<file path="src/rtl/regfile_dump_bypass_pkg.sv">
// cpu_regfile_pkg: shared defaults and dump-engine state encoding for the decode-stage register file.
package cpu_regfile_pkg;
    localparam int DATA_W_DEF   = 32;
    localparam int ADDR_W_DEF   = 5;
    localparam bit ZERO_REG_DEF = 1'b1;
    localparam bit BYPASS_DEF   = 1'b1;
    typedef enum logic [1:0] {
        IDLE = 2'd0,
        LOAD = 2'd1,
        SEND = 2'd2,
        DONE = 2'd3
    } dump_state_e;
endpackage

</file>
<file path="src/rtl/regfile_dump_bypass_if.sv">
// regfile_dump_bypass_if: read/write ports and debug dump stream of the register file.
interface regfile_dump_bypass_if
    import cpu_regfile_pkg::*;
#(
    parameter int DATA_W = DATA_W_DEF,
    parameter int ADDR_W = ADDR_W_DEF
);
    logic              wr_en;
    logic [ADDR_W-1:0] wr_addr;
    logic [DATA_W-1:0] wr_data;
    logic [ADDR_W-1:0] rd_addr_a;
    logic [ADDR_W-1:0] rd_addr_b;
    logic              hold;
    logic [DATA_W-1:0] rd_data_a;
    logic [DATA_W-1:0] rd_data_b;
    logic              dbg_start;
    logic              dbg_ready;
    logic              dbg_valid;
    logic [ADDR_W-1:0] dbg_addr;
    logic [DATA_W-1:0] dbg_data;
    logic              dbg_busy;
    logic              dbg_done;
    modport master (
        output wr_en, wr_addr, wr_data, rd_addr_a, rd_addr_b, hold, dbg_start, dbg_ready,
        input  rd_data_a, rd_data_b, dbg_valid, dbg_addr, dbg_data, dbg_busy, dbg_done
    );
    modport slave (
        input  wr_en, wr_addr, wr_data, rd_addr_a, rd_addr_b, hold, dbg_start, dbg_ready,
        output rd_data_a, rd_data_b, dbg_valid, dbg_addr, dbg_data, dbg_busy, dbg_done
    );
endinterface

</file>
<file path="src/rtl/regfile_dump_bypass_fsm.sv">
// regfile_dump_fsm: walks every register out through the valid/ready debug port, one word per two cycles.
module regfile_dump_fsm
    import cpu_regfile_pkg::*;
#(
    parameter int DATA_W = DATA_W_DEF,
    parameter int ADDR_W = ADDR_W_DEF
) (
    input  logic              clk,
    input  logic              rst,
    input  logic              dbg_start_i,
    input  logic              dbg_ready_i,
    input  logic [DATA_W-1:0] rd_word_i,
    output logic [ADDR_W-1:0] rd_addr_o,
    output logic              dbg_valid_o,
    output logic [ADDR_W-1:0] dbg_addr_o,
    output logic [DATA_W-1:0] dbg_data_o,
    output logic              dbg_busy_o,
    output logic              dbg_done_o
);
    localparam logic [ADDR_W-1:0] LAST = ADDR_W'((2 ** ADDR_W) - 1);

    dump_state_e       state_q;
    logic [ADDR_W-1:0] idx_q;
    logic              valid_q, busy_q, done_q;
    logic [ADDR_W-1:0] addr_q;
    logic [DATA_W-1:0] data_q;

    assign rd_addr_o   = idx_q;
    assign dbg_valid_o = valid_q;
    assign dbg_addr_o  = addr_q;
    assign dbg_data_o  = data_q;
    assign dbg_busy_o  = busy_q;
    assign dbg_done_o  = done_q;

    always_ff @(posedge clk) begin
        if (rst) begin
            state_q <= IDLE;
            idx_q   <= '0;
            valid_q <= 1'b0;
            busy_q  <= 1'b0;
            done_q  <= 1'b0;
            addr_q  <= '0;
            data_q  <= '0;
        end else begin
            case (state_q)
                IDLE: if (dbg_start_i) begin
                    idx_q   <= '0;
                    busy_q  <= 1'b1;
                    state_q <= LOAD;
                end
                LOAD: begin
                    data_q  <= rd_word_i;
                    addr_q  <= idx_q;
                    valid_q <= 1'b1;
                    state_q <= SEND;
                end
                SEND: if (dbg_ready_i) begin
                    valid_q <= 1'b0;
                    if (idx_q == LAST) begin
                        done_q  <= 1'b1;
                        state_q <= DONE;
                    end else begin
                        idx_q   <= idx_q + 1'b1;
                        state_q <= LOAD;
                    end
                end
                DONE: begin
                    done_q  <= 1'b0;
                    busy_q  <= 1'b0;
                    state_q <= IDLE;
                end
            endcase
        end
    end
endmodule

</file>
<file path="src/rtl/regfile_dump_bypass.sv">
// regfile_dump_bypass: 2R/1W register file with write-first bypass, optional zero register and debug dump.
module regfile_dump_bypass
    import cpu_regfile_pkg::*;
#(
    parameter int DATA_W   = DATA_W_DEF,
    parameter int ADDR_W   = ADDR_W_DEF,
    parameter bit ZERO_REG = ZERO_REG_DEF,
    parameter bit BYPASS   = BYPASS_DEF
) (
    input logic clk,
    input logic rst,
    regfile_dump_bypass_if.slave bus
);
    localparam int DEPTH = 2 ** ADDR_W;

    logic [DATA_W-1:0] mem_q [DEPTH];
    logic [DATA_W-1:0] rd_a_q, rd_b_q, rd_a_d, rd_b_d, dbg_word;
    logic [ADDR_W-1:0] dbg_idx;

    // Zero register wins over the bypass so reg 0 can never leak a dropped write.
    function automatic logic [DATA_W-1:0] rd_word(input logic [ADDR_W-1:0] a);
        return (ZERO_REG && a == '0) ? '0 :
               (BYPASS && bus.wr_en && bus.wr_addr == a) ? bus.wr_data : mem_q[a];
    endfunction

    always_comb begin
        rd_a_d   = rd_word(bus.rd_addr_a);
        rd_b_d   = rd_word(bus.rd_addr_b);
        dbg_word = rd_word(dbg_idx);
    end

    always_ff @(posedge clk) begin
        if (rst) begin
            for (int i = 0; i < DEPTH; i++) mem_q[i] <= '0;
            rd_a_q <= '0;
            rd_b_q <= '0;
        end else begin
            if (bus.wr_en && !(ZERO_REG && bus.wr_addr == '0)) mem_q[bus.wr_addr] <= bus.wr_data;
            if (!bus.hold) begin
                rd_a_q <= rd_a_d;
                rd_b_q <= rd_b_d;
            end
        end
    end

    assign bus.rd_data_a = rd_a_q;
    assign bus.rd_data_b = rd_b_q;

    regfile_dump_fsm #(.DATA_W(DATA_W), .ADDR_W(ADDR_W)) u_fsm (
        .clk         (clk),
        .rst         (rst),
        .dbg_start_i (bus.dbg_start),
        .dbg_ready_i (bus.dbg_ready),
        .rd_word_i   (dbg_word),
        .rd_addr_o   (dbg_idx),
        .dbg_valid_o (bus.dbg_valid),
        .dbg_addr_o  (bus.dbg_addr),
        .dbg_data_o  (bus.dbg_data),
        .dbg_busy_o  (bus.dbg_busy),
        .dbg_done_o  (bus.dbg_done)
    );
endmodule

</file>
<file path="src/flat_wrapper.sv">
// flat-port wrapper written by rule: the top's interface ports become plain ports
module regfile_dump_bypass_flat import cpu_regfile_pkg::*;
#(
    parameter int DATA_W   = DATA_W_DEF,
    parameter int ADDR_W   = ADDR_W_DEF,
    parameter bit ZERO_REG = ZERO_REG_DEF,
    parameter bit BYPASS   = BYPASS_DEF
)
  (clk, rst, bus_wr_en, bus_wr_addr, bus_wr_data, bus_rd_addr_a, bus_rd_addr_b, bus_hold, bus_dbg_start, bus_dbg_ready, bus_rd_data_a, bus_rd_data_b, bus_dbg_valid, bus_dbg_addr, bus_dbg_data, bus_dbg_busy, bus_dbg_done);
  regfile_dump_bypass_if #(.DATA_W(DATA_W), .ADDR_W(ADDR_W)) bus_i ();
  input logic clk;
  input logic rst;
  input wire logic [$bits(bus_i.wr_en)-1:0] bus_wr_en;
  input wire logic [$bits(bus_i.wr_addr)-1:0] bus_wr_addr;
  input wire logic [$bits(bus_i.wr_data)-1:0] bus_wr_data;
  input wire logic [$bits(bus_i.rd_addr_a)-1:0] bus_rd_addr_a;
  input wire logic [$bits(bus_i.rd_addr_b)-1:0] bus_rd_addr_b;
  input wire logic [$bits(bus_i.hold)-1:0] bus_hold;
  input wire logic [$bits(bus_i.dbg_start)-1:0] bus_dbg_start;
  input wire logic [$bits(bus_i.dbg_ready)-1:0] bus_dbg_ready;
  output wire logic [$bits(bus_i.rd_data_a)-1:0] bus_rd_data_a;
  output wire logic [$bits(bus_i.rd_data_b)-1:0] bus_rd_data_b;
  output wire logic [$bits(bus_i.dbg_valid)-1:0] bus_dbg_valid;
  output wire logic [$bits(bus_i.dbg_addr)-1:0] bus_dbg_addr;
  output wire logic [$bits(bus_i.dbg_data)-1:0] bus_dbg_data;
  output wire logic [$bits(bus_i.dbg_busy)-1:0] bus_dbg_busy;
  output wire logic [$bits(bus_i.dbg_done)-1:0] bus_dbg_done;
  assign bus_i.wr_en = bus_wr_en;
  assign bus_i.wr_addr = bus_wr_addr;
  assign bus_i.wr_data = bus_wr_data;
  assign bus_i.rd_addr_a = bus_rd_addr_a;
  assign bus_i.rd_addr_b = bus_rd_addr_b;
  assign bus_i.hold = bus_hold;
  assign bus_i.dbg_start = bus_dbg_start;
  assign bus_i.dbg_ready = bus_dbg_ready;
  assign bus_rd_data_a = bus_i.rd_data_a;
  assign bus_rd_data_b = bus_i.rd_data_b;
  assign bus_dbg_valid = bus_i.dbg_valid;
  assign bus_dbg_addr = bus_i.dbg_addr;
  assign bus_dbg_data = bus_i.dbg_data;
  assign bus_dbg_busy = bus_i.dbg_busy;
  assign bus_dbg_done = bus_i.dbg_done;
  regfile_dump_bypass #(.DATA_W(DATA_W), .ADDR_W(ADDR_W), .ZERO_REG(ZERO_REG), .BYPASS(BYPASS)) u_core (.clk(clk), .rst(rst), .bus(bus_i));
endmodule
</file>
<file path="config.mk">
export PLATFORM = sky130hd
export DESIGN_NAME = regfile_dump_bypass_flat
export DESIGN_NICKNAME = d
export VERILOG_FILES = /design/src/rtl/regfile_dump_bypass_pkg.sv /design/src/rtl/regfile_dump_bypass_if.sv /design/src/rtl/regfile_dump_bypass_fsm.sv /design/src/rtl/regfile_dump_bypass.sv /design/src/flat_wrapper.sv
export SDC_FILE = /design/constraint.sdc
export NUM_CORES = 2
export LEC_CHECK = 0
export CAP_MARGIN = 20
export CORE_MARGIN = 3
export CORE_UTILIZATION = 49
export DETAILED_ROUTE_END_ITERATION = 7
export GPL_TIMING_DRIVEN = 0
export PLACE_DENSITY = 0.65
export SETUP_SLACK_MARGIN = 0.15
export SYNTH_ARGS = -nofsm -noshare
export SYNTH_HDL_FRONTEND = slang
export SYNTH_SLANG_ARGS = --single-unit
</file>
<file path="constraint.sdc">
create_clock -name clk -period 2.7 [get_ports clk]
set_clock_uncertainty 0.1 [all_clocks]
set_input_delay 0.54 -clock clk [delete_from_list [all_inputs] [get_ports clk]]
set_output_delay 0.54 -clock clk [all_outputs]
set_load 0.01 [all_outputs]
</file>
==> impl_metrics.py <==
metrics = {
    "status": {
        "status": "finished, violations left",
        "violations": "negative setup slack",
    },
    "synthesis": {
        "synthAdderAreaFrac_pct": 0.0552,
        "synthMuxAreaShare_pct": 30.4,
        "netlist_area_um2": 68000,
        "synth_warnings": 0,
        "synthCells": 4531,
        "synth_edf_count": 1024,
        "avgSynthCellArea_um2": 15.0,
        "synth-seq-area-share_pct": 48.7,
        "synth-seq-cells": 1140,
        "synth_compound_area_share_pct": 4.23,
        "synth_ff_type": "edfxtp_1",
        "yosys.area_share.simple_pct": 12.7,
        "synth_top_family_by_area": "multiplexers",
        "yosys.area_share.xor_xnor_pct": 0.219,
        "ys_types": 67,
        "async_reset_ff_share_pct": 0,
    },
    "sta": {
        "whs_ns": 0.348,
        "max_freq_ghz": 0.369,
        "fin_ws_ns": -0.0102,
        "slew_viol_final": 0,
        "worst_pin_slew_ns": 1.21,
        "setup_viol": 1,
        "slew-limit-headroom_pct": 19.6,
        "hold_viol_final": 0,
        "rsz0062_at_grt": "true",
        "fin_crit_sh_pct": 100,
        "fin_crit_ns": 2.71,
    },
    "place": {
        "place_congestion": 1.07,
        "hpwl_mm": 240,
        "postPlaceCellArea_um2": 72700,
        "portBuffers": 146,
    },
    "layout": {
        "drive_gt1_share_pct": 33.1,
        "n_fill_cell": 10800,
        "layout_common_cells": "edfxtp_1 (1024), and2_1 (1009), mux4_2 (798), clkbuf_1 (232)",
        "final_common_cell": "edfxtp_1",
        "stdcell_area_um2": 79700,
        "area_growth_pct": 17.2,
        "nNetsFinal": 5028,
    },
    "setup_path": {
        "critical_path.n_buffers_inverters": 3,
        "cp.arrival_ns": 3.27,
        "crit_chain": "clkdlybuf4s50_1 > clkbuf_4 > buf_2 > o221ai_1 > a21o_1 > a21oi_1 > o31ai_1",
        "slowest_stage": "clkdlybuf4s50_1",
        "critPathMaxFanout": 10,
        "cp-startpoint": "bus_rd_addr_a[4]",
        "path_class": "primary input to flip-flop",
        "slowest_delay_ns": 0.71,
        "cp-start-kind": "primary input",
        "r2r_slack_ns": 0.05,
        "cp-end-kind": "flip-flop",
        "path_delay_family": "buffers and inverters",
        "crit_required_ns": 3.26,
    },
    "drt": {
        "num_vias": 51400,
        "route.detailed.drc": 0,
        "ant_nets": 0,
        "via_per_inst": 7.45,
        "routed_wl_mm": 325,
        "wire_per_inst_um": 47.1,
        "drtIter0Drc": 10500,
        "dr.pass1.iters": 6,
    },
    "grt": {
        "grt_overflow_total": 0,
        "grt_pass1_vias": 47400,
        "grt_pass1_wl_mm": 421,
        "grtUsageTotal_pct": 44.9,
        "grt_max_degree": 26,
        "antenna_found_initial": 35,
    },
    "hold_path": {
        "hp-class": "primary input to flip-flop",
        "min_from": "bus_dbg_start",
    },
    "power_and_ir_drop": {
        "sw_frac_of_total_pct": 28.2,
        "p_int_mw": 33.8,
        "p_sw_mw": 13.3,
        "power_frac_clock_pct": 39.3,
        "p_seq_share_pct": 44.9,
        "max-vdd-ir-drop_v": 0.000459,
        "pwr-share-comb_pct": 15.8,
        "powerDensity_nw_per_um2": 590,
        "power_leakage_nw": 26.9,
    },
    "floorplanning": {
        "dieArea_um2": 143000,
        "die_w_um": 378,
        "die_h_um": 378,
        "start_util_pct": 49.4,
        "ioPinCount": 157,
        "design.core.area_um2": 138000,
        "rows": 136,
    },
    "cts": {
        "cts_tree": "yes",
        "cts_buffers": 134,
        "clkSinkCount": 1140,
        "cts-root-buf": "clkbuf_16",
        "clkLatencyLatePin_ns": 0.80,
        "ctsHoldBuffers": 0,
        "clk_pin_slew_ns": 0.06,
        "h-tree-depth": 4,
        "clockBufferDepth": 3,
    },
    "job": {
        "drv_cap": 0,
    },
}
## cell type report
class                      instances  area (um^2)  share of cell area [%]
antenna                           18         45.0                  0.0565
timing repair buffer             264         3310                    4.16
buffer                           498         3260                    4.09
clock buffer                     181         3700                    4.64
tap                             1794         2240                    2.82
clock inverter                    65          589                   0.740
multi-input combinational       2928        33400                    41.9
inverter                           6         22.5                  0.0283
sequential                      1140        33100                    41.6
## sequential cells by signal, indices dropped and copies added (netlist names), named ones only
signal / flops
u_core.u_fsm.state_q: 2
u_core.u_fsm.dbg_valid_o: 1
u_core.bus.rd_data_a: 32
u_core.u_fsm.dbg_data_o: 32
u_core.u_fsm.rd_addr_o: 5
u_core.bus.rd_data_b: 32
u_core.u_fsm.dbg_done_o: 1
u_core.u_fsm.dbg_busy_o: 1
u_core.mem_q: 1024
u_core.u_fsm.dbg_addr_o: 5
## cells in the mapped netlist (26+ instances only)
cell type  count  area [um^2]
a21oi_1       55          275
a22oi_1       71          533
and2_1      1009         6310
buf_1         36          135
buf_2         75          375
buf_4         35          263
buf_6         36          405
clkbuf_1     307         1150
dfxtp_1      116         2320
edfxtp_1    1024        30700
mux2_2        51          574
mux2i_1      141         1410
mux4_1        26          683
mux4_2       798        18000
nand2_1      109          409
nand2b_1      73          457
nand3_1       86          430
nor2_1       108          405
o22ai_1       40          250
or2_2         40          250
## final timing paths
path,cells past startpoint,to
worst max-delay path,7,u_core.bus.rd_data_a[16]$_SDFFE_PP0N_
worst min-delay path,3,u_core.u_fsm.state_q[0]$_SDFFE_PP0P_
worst max register to register,8,u_core.u_fsm.dbg_data_o[26]$_SDFFE_PP0P_
worst min register to register,2,u_core.u_fsm.dbg_addr_o[4]$_SDFFE_PP0P_
## cells by family (layout without fill, tap and decap cells)
| group | Yosys count | after routing |
|---|---|---|
| simple gates | 1476 | 1487 |
| mux | 1016 | 1016 |
| fa+ha+maj | 3 | 3 |
| xor+xnor | 17 | 17 |
| buf+inv | 505 | 1014 |
| flops | 1140 | 1140 |
| compound gates | 373 | 373 |
| other cells | 1 | 50 |
## timing repair
action                                  4_1_cts  5_1_grt
cloned                                       12        5
resized for setup                           357      240
endpoints found under the setup margin     2069     1096
buffers inserted                             39       19
pin swaps                                     9       16
## power by group through the flow
| stage | sequential (mW) | combinational (mW) | clock (mW) |
|---|---|---|---|
| after floorplan | 21.0 | 3.72 | 0 |
| after global placement | 21.4 | 6.47 | 0 |
| after detailed placement | 21.4 | 6.62 | 0 |
| after CTS | 21.0 | 6.87 | 18.3 |
| after global routing | 21.2 | 7.34 | 19.0 |
| final | 21.1 | 7.42 | 18.5 |
## worst reg2reg max path, stage by stage, from the launching register on
cell	delay [ns]
dfxtp_4	0.37
buf_12	0.16
buf_12	0.20
buf_6	0.30
mux4_2	0.57
o22ai_1	0.37
nor2_1	0.11
a21boi_0	0.18
a221oi_1	0.10
## metal layers
metal  part of all wire (%)  track usage (%)
met1                     34             56.6
met2                     41             61.3
met4                    7.0             23.9
met3                     19             25.0
met5                  0.095            0.720
## per-stage QoR
stage / power, mW / utilization (%) / setup slack, ns / std cells / setup TNS [ns]
2_1_floorplan: 24.7 / - / 0.259 / 4562 / 0
3_3_place_gp: 27.8 / 52.1 / -1.89 / 6502 / -2892.74
3_5_place_dp: 28.0 / 52.8 / -1.76 / 6554 / -2637.28
4_1_cts: 46.2 / 57.1 / 0.0158 / 6851 / 0
5_1_grt: 47.5 / 57.8 / 0.0829 / 6876 / 0
6_report: 47.0 / 57.9 / -0.0102 / 6894 / -0.0102
No activity file was read; power rests on OpenSTA's default activity.
